## src/rtl/rgb_pixel_serializer.sv

```systemverilog
// rgb_pixel_serializer
//   Producer side of the grayscale converter's channel-serial input protocol.
//   Accepts one packed {R,G,B} pixel per valid/ready handshake, then emits a
//   one-cycle start pulse, an optional gap, and R, G, B on consecutive cycles
//   on a zero-extended serial colour bus. Optionally holds off the next pixel
//   until the converter reports a result (or a timeout expires).
//
// Ports
//   clk_i        clock, rising edge
//   rst_i        asynchronous active-high reset
//   pix_valid_i  upstream pixel valid
//   pix_data_i   packed pixel {R,G,B}, R in the MSBs
//   pix_ready_o  upstream ready (high only in IDLE)
//   start_o      one-cycle start pulse to the converter
//   RgbColor_o   serial channel value (0 outside the R/G/B cycles)
//   dn_valid_i   converter result valid (only observed in SEND_B and WAIT)
//   busy_o       high in every state except IDLE
//   timeout_o    one-cycle pulse when the WAIT timeout expires
//   px_count_o   pixels completed (done or timed out), wrapping
module rgb_pixel_serializer #(
  parameter int unsigned CHAN_W     = 8,
  parameter int unsigned OUT_W      = 10,
  parameter int unsigned GAP_CYCLES = 1,
  parameter int unsigned WAIT_DONE  = 1,
  parameter int unsigned TIMEOUT    = 64
) (
  input  logic                  clk_i,
  input  logic                  rst_i,
  input  logic                  pix_valid_i,
  input  logic [3*CHAN_W-1:0]   pix_data_i,
  output logic                  pix_ready_o,
  output logic                  start_o,
  output logic [OUT_W-1:0]      RgbColor_o,
  input  logic                  dn_valid_i,
  output logic                  busy_o,
  output logic                  timeout_o,
  output logic [15:0]           px_count_o
);

  typedef enum logic [2:0] {
    S_IDLE, S_START, S_GAP, S_SEND_R, S_SEND_G, S_SEND_B, S_WAIT
  } state_t;

  localparam logic [3:0]  GAP_N = 4'(GAP_CYCLES);
  localparam logic [15:0] TO_N  = 16'(TIMEOUT);

  state_t                state_q, state_d;
  logic [3*CHAN_W-1:0]   pix_q, pix_d;
  logic [3:0]            gap_q, gap_d;
  logic [15:0]           wcnt_q, wcnt_d;
  logic                  done_q, done_d;
  logic [15:0]           cnt_q, cnt_d;
  logic                  ready_q, ready_d;
  logic                  start_q, start_d;
  logic                  busy_q, busy_d;
  logic                  tout_q, tout_d;
  logic [OUT_W-1:0]      rgb_q, rgb_d;

  logic [CHAN_W-1:0]     ch_r, ch_g, ch_b;

  assign ch_r = pix_q[3*CHAN_W-1:2*CHAN_W];
  assign ch_g = pix_q[2*CHAN_W-1:CHAN_W];
  assign ch_b = pix_q[CHAN_W-1:0];

  always_ff @(posedge clk_i or posedge rst_i) begin
    if (rst_i) begin
      state_q <= S_IDLE;
      pix_q   <= '0;
      gap_q   <= '0;
      wcnt_q  <= '0;
      done_q  <= 1'b0;
      cnt_q   <= '0;
      ready_q <= 1'b0;
      start_q <= 1'b0;
      busy_q  <= 1'b0;
      tout_q  <= 1'b0;
      rgb_q   <= '0;
    end else begin
      state_q <= state_d;
      pix_q   <= pix_d;
      gap_q   <= gap_d;
      wcnt_q  <= wcnt_d;
      done_q  <= done_d;
      cnt_q   <= cnt_d;
      ready_q <= ready_d;
      start_q <= start_d;
      busy_q  <= busy_d;
      tout_q  <= tout_d;
      rgb_q   <= rgb_d;
    end
  end

  always_comb begin
    state_d = state_q;
    pix_d   = pix_q;
    gap_d   = gap_q;
    wcnt_d  = wcnt_q;
    done_d  = done_q;
    cnt_d   = cnt_q;
    tout_d  = 1'b0;

    case (state_q)
      S_IDLE: begin
        // Handshake uses the registered ready, so nothing is taken in the
        // first cycle after reset release.
        if (pix_valid_i && ready_q) begin
          pix_d   = pix_data_i;
          gap_d   = '0;
          wcnt_d  = '0;
          done_d  = 1'b0;
          state_d = S_START;
        end
      end
      S_START: state_d = (GAP_CYCLES == 0) ? S_SEND_R : S_GAP;
      S_GAP: begin
        if (gap_q + 4'd1 == GAP_N) state_d = S_SEND_R;
        else                        gap_d   = gap_q + 4'd1;
      end
      S_SEND_R: state_d = S_SEND_G;
      S_SEND_G: state_d = S_SEND_B;
      S_SEND_B: begin
        // Remember an early result so a fast converter is not missed.
        if (dn_valid_i) done_d = 1'b1;
        if (WAIT_DONE != 0) begin
          state_d = S_WAIT;
        end else begin
          state_d = S_IDLE;
          cnt_d   = cnt_q + 16'd1;
        end
      end
      S_WAIT: begin
        // Done takes priority over a timeout landing in the same cycle.
        if (done_q || dn_valid_i) begin
          state_d = S_IDLE;
          cnt_d   = cnt_q + 16'd1;
        end else begin
          wcnt_d = wcnt_q + 16'd1;
          if (wcnt_d == TO_N) begin
            state_d = S_IDLE;
            tout_d  = 1'b1;
            cnt_d   = cnt_q + 16'd1;
          end
        end
      end
      default: state_d = S_IDLE;
    endcase

    // Outputs are registered from the next state so they line up with it.
    ready_d = (state_d == S_IDLE);
    start_d = (state_d == S_START);
    busy_d  = (state_d != S_IDLE);
    rgb_d   = '0;
    case (state_d)
      S_SEND_R: rgb_d = OUT_W'(ch_r);
      S_SEND_G: rgb_d = OUT_W'(ch_g);
      S_SEND_B: rgb_d = OUT_W'(ch_b);
      default:  rgb_d = '0;
    endcase
  end

  assign pix_ready_o = ready_q;
  assign start_o     = start_q;
  assign RgbColor_o  = rgb_q;
  assign busy_o      = busy_q;
  assign timeout_o   = tout_q;
  assign px_count_o  = cnt_q;

endmodule

```

## config.mk

```make
export PLATFORM = sky130hd
export DESIGN_NAME = rgb_pixel_serializer
export DESIGN_NICKNAME = d
export VERILOG_FILES = /design/src/rtl/rgb_pixel_serializer.sv
export SDC_FILE = /design/constraint.sdc
export NUM_CORES = 1
export LEC_CHECK = 0
export CORE_UTILIZATION = 42
export CTS_BUF_LIST = sky130_fd_sc_hd__clkbuf_4 sky130_fd_sc_hd__clkbuf_8 sky130_fd_sc_hd__clkbuf_16
export DETAILED_ROUTE_END_ITERATION = 16
export PLACE_DENSITY = 0.67
export SYNTH_ARGS = -nofsm -noshare
export SYNTH_HDL_FRONTEND = slang
export SYNTH_SLANG_ARGS = --single-unit
```

## constraint.sdc

```tcl
create_clock -name clk_i -period 2.4 [get_ports clk_i]
set_clock_uncertainty 0.05 [all_clocks]
set_input_delay 0.48 -clock clk_i [delete_from_list [all_inputs] [get_ports clk_i]]
set_output_delay 0.48 -clock clk_i [all_outputs]
set_load 0.01 [all_outputs]
```

Word level (Yosys, flattened, before mapping) --
Index checks and enable logic that the tools add are counted.
Word-level totals: register bits 78, logic and storage cells 64
Cells by class: $add $sub $neg 3, equality and inequality tests 16, muxes and demuxes 20, reductions and logical operators 14
Operators with widths (count):
- 16-bit 2-to-1 mux | 4
- 16-bit by 1-bit adder with 16-bit output, second input constant | 2
- 16-bit one-hot mux with 2 select lines | 1
- 8-bit one-hot mux with 3 select lines | 1
- 3-bit one-hot mux with 7 select lines | 1
- 16-bit by 7-bit == test with 1-bit output, second input constant | 1
- 3-bit == test, second input constant | 5
- 3-bit 2-to-1 mux | 4
- 3-bit by 2-bit == test with 1-bit output, second input constant | 3
- 3-bit AND reduction | 3
- 4-bit 2-to-1 mux | 2
- 2-bit != test, second input constant | 4
- 4-bit one-hot mux with 2 select lines | 1
- 2-bit nonzero test | 4
- 3-bit by 1-bit == test with 1-bit output, second input constant | 2
- 3-bit logical NOT | 2
- 1-bit 2-to-1 mux | 5
- 4-bit by 1-bit adder with 4-bit output, second input constant | 1
- 4-bit by 1-bit == test with 1-bit output, second input constant | 1
- 2-bit AND reduction | 2
- 3-bit nonzero test | 1
- 1-bit one-hot mux with 2 select lines | 1
- 1-bit logical AND | 1
- 1-bit logical OR | 1

Depth between registers and ports, before layout --
depth after elaboration 7, gate-level depth with buffers 10

Least setup slack after synthesis --
Ideal clock, no wire load.
path kind register to register, from register wcnt_q[0], to register cnt_q[10] (netlist: px_count_o[10]), arrival time 2.244 ns, required time 2.223 ns, setup slack -0.022 ns, stages on the path, launching flop included 11, buffers on the path 2, clock period less this slack 2.422 ns, cell sequence dfrtp_1 -> ha_1 -> and4_1 -> buf_6 -> and3_1 -> a2111oi_4 -> o211ai_1 -> o31ai_4 -> buf_2 -> nand4_1 -> xnor2_1
On the way: longest elaborated chain between the ends 4
RTL lines:
- start, declared | line 50 | logic [15:0] wcnt_q, wcnt_d;
- start signal, assigned | line 82 | wcnt_q <= wcnt_d;
- 16-bit by 1-bit adder with 16-bit output | line 137 | wcnt_d = wcnt_q + 16'd1;
- 16-bit by 7-bit == test with 1-bit output | line 138 | if (wcnt_d == TO_N) begin
- 2-bit nonzero test (no line)
- 2-bit AND reduction (no line)
- end signal, assigned | line 84 | cnt_q <= cnt_d;
- end, declared | line 52 | logic [15:0] cnt_q, cnt_d;
Every way passes these cells. A chain may end at the register's enable or synchronous reset.

Worst setup path in the final report --
from register wcnt_q[9], to register cnt_q[2] (netlist: px_count_o[2])
Same word-level chain as after synthesis.

==> flow_summary.yaml <==
logic_synthesis:
  synth_top_cell_by_area: "dfrtp_1"
  ys.warnings.count: 0
  yosys.area_share.simple_pct: 15.29
  synth_xor_area_share_pct: 5.118
  synth_area_per_cell_sq_um: 11.02
  synth_area_sq_um: 3593
  ys_dominant_reg_cell: "dfrtp_1"
  synth_area_leaders: "dfrtp_1, mux2_2, xnor2_1"
  synth_compound_area_share_pct: 12.60
  synthMuxAreaShare_pct: 8.426
  yosysTopAreaCellShare_pct: 52.92
  synthArstFlopShare_pct: 100.0
  yosys.area_share.adder_pct: 1.393
  seq_area_frac_synth_pct: 52.92
  synth_edf_count: 0
  synth_top_family_by_area: "simple AND/OR/NAND/NOR gates"
  synth_seq_cells: 76
  syn_inst: 326
  synthDistinctLibCells: 50
timing:
  worstMarginPinSlew_ns: 1.076
  layout_min_cycle_time_ns: 2.470
  fin_crit_sh_pct: 102.9
  max_freq_ghz: 0.4048
  hold_slack_ns: 0.4242
  setup_violations: 16
  slew-limit-headroom_pct: 27.73
  rsz0062_at_grt: "yes"
  finalMaxSlewViolations: 0
  hold_viol: 0
  setup_slack_ns: -0.07024
worst_setup_path:
  arrival_ns: 2.68
  rr_worst_depth: 10
  cp.buffers_inverters: 3
  path_depth: 10
  cp.required_ns: 2.61
  timing.critical_path.cells: "nand4_1 -> nor4_4 -> xnor2_2 -> o211ai_1 -> buf_4 -> o31ai_4 -> buf_6 -> clkbuf_16 -> nand3_2 -> xnor2_1"
  cp_slowest_cell: "dfrtp_1"
  critPathMaxStageDelay_ns: 0.47
  endpoint_kind: "flip-flop"
  crit_fanout: 8
  path_delay_family: "simple AND/OR/NAND/NOR gates"
  critPathKind: "reg2reg"
  cp-start-kind: "flip-flop"
clock_network:
  root_buffer: "clkbuf_8"
  cts_tree: "built"
  ctsHoldBuffers: 0
  cts_htree_levels: 3
  worstSkewPairLatency_ns: 0.35
  cts_buffers: 9
  path_clk_slew_ns: 0.08
  numClockSinks: 76
  clockBufferDepth: 2
final_layout:
  num-fill-cells: 717
  num_antenna_cells: 0
  drive_above_1_share_pct: 24.70
  syn2layout_area_growth_pct: 34.92
  nNetsFinal: 445
  final_cell_mix: "dfrtp_1, clkdlybuf4s50_1, buf_4, mux2_2, o21ai_0"
  layout_commonest_cell: "dfrtp_1"
power_and_ir_drop:
  power_density_nw_per_um2: 896.6
  p_leak_nw: 2.119
  vdd_drop_max_mv: 0.6348
global_route:
  grt-ovfl-total: 0
  first_global_vias: 2772
  antenna_found_initial: 0
  grt_usage_pct: 19.65
  grt_pass1_wl_mm: 13.43
  grt_max_degree: 39
placement:
  numPortBuffers: 55
  pre_cts_ws_ns: -0.05209
  gp_congestion: 0.8996
  dp_hpwl_mm: 5.623
floorplanning:
  ios: 58
  rows: 33
  initial_core_util_pct: 43.52
  coreArea_sq_um: 8258
  die-area_sq_um: 8929
  die_x_microns: 94.50
  die_height_microns: 94.50
status:
  violations: "setup timing"
  status: "complete, but fails checks"
routing:
  drcViolationCount: 0
  vias: 2881
  post_drt_wl_per_cell_microns: 16.02
  postRouteAntennaNets: 0
  firstDrtPassIters: 5
  drtIter0Drc: 237
  drt-total-wl_mm: 8.365
  via_per_inst: 5.519
flow_run:
  drv_cap: 0
min_path:
  holdPathStages: 1
  hp-class: "reg2reg"
synthesized netlist by cell type, drive strengths merged (3+ instances only):
master	instances
inv	14
nand2	21
nor2	12
o21ai	22
dfrtp	76
nand3	18
and4	3
mux2	26
clkbuf	10
nor3	8
nor4	3
buf	10
o31ai	8
and3	14
xnor2	15
a31oi	4
nand4	10
ha	4
xor2	6
a222oi	8
a21oi	3
metal layers:
layer | up-vias | GRT usage, % | wire (microns)
met4 | 0 | 7.576 | 110
met1 | 1434 | 27.00 | 3793
li1 | 1354 | - | -
met2 | 82 | 30.56 | 4037
met3 | 11 | 4.106 | 423
met5 | - | 0 | 0
registers in the layout, summed over array words and instances (netlist names):
name / flops
done_q: 1
start_o: 1
RgbColor_o: 8
px_count_o: 16
busy_o: 1
timeout_o: 1
wcnt_q: 16
pix_q: 24
gap_q: 4
pix_ready_o: 1
state_q: 3
area by class of cell:
type / instances / area, sq um / share of cell area [%]
Tap cell: 105 / 131.4 / 2.710
Timing Repair Buffer: 95 / 908.4 / 18.74
Inverter: 14 / 56.30 / 1.161
Multi-Input combinational cell: 217 / 1660 / 34.25
Clock buffer: 9 / 123.9 / 2.555
Clock inverter: 6 / 66.31 / 1.368
Sequential cell: 76 / 1902 / 39.23
report_power, final:
part / total, mW / switching [mW] / internal, mW
clock: 0.968 / 0.494 / 0.474
combinational: 1.45 / 0.641 / 0.812
sequential: 1.93 / 0.255 / 1.67
cell families (layout without fill, tap and decap cells):
kind of cell	count (synthesis)	after routing
XOR/XNOR	21	21
AND/OR/NAND/NOR	102	102
other	1	2
adder cells (fa/ha/maj)	4	4
buffers and inverters	34	124
multiplexers	27	27
flip-flops	76	76
AO/OA/AOI/OAI	61	61
worst paths after layout:
path	from	to	slack [ns]
worst min register to register	px_count_o[15]	px_count_o[15]	0.42
max in group asynchronous	rst_i	pix_q[10]	1.23
min in group asynchronous	rst_i	pix_q[11]	0.44
worst max-delay path	wcnt_q[9]	px_count_o[2]	-0.07
worst min-delay path	px_count_o[15]	px_count_o[15]	0.42
worst max register to register	wcnt_q[9]	px_count_o[2]	-0.07
stage by stage:
stage               setup TNS (ns)  cell area (sq um)  util [%]  power (mW)  instances
floorplan                        0               3603         -       2.731        327
global placement                 0               4459     54.00       3.269        500
detailed placement         -0.1784               4459     54.00       3.332        500
CTS                       -0.04584               4687     56.76       4.301        516
global route                -2.380               4848     58.71       4.610        522
finish                     -0.6399               4848     58.71       4.347        522
what timing repair did:
action	CTS	global route
cloned	0	1
endpoints found under the setup margin	16	20
pin swaps	1	11
buffers inserted	1	5
gates resized for setup	7	18
No activity file was read; power rests on OpenSTA's default activity.
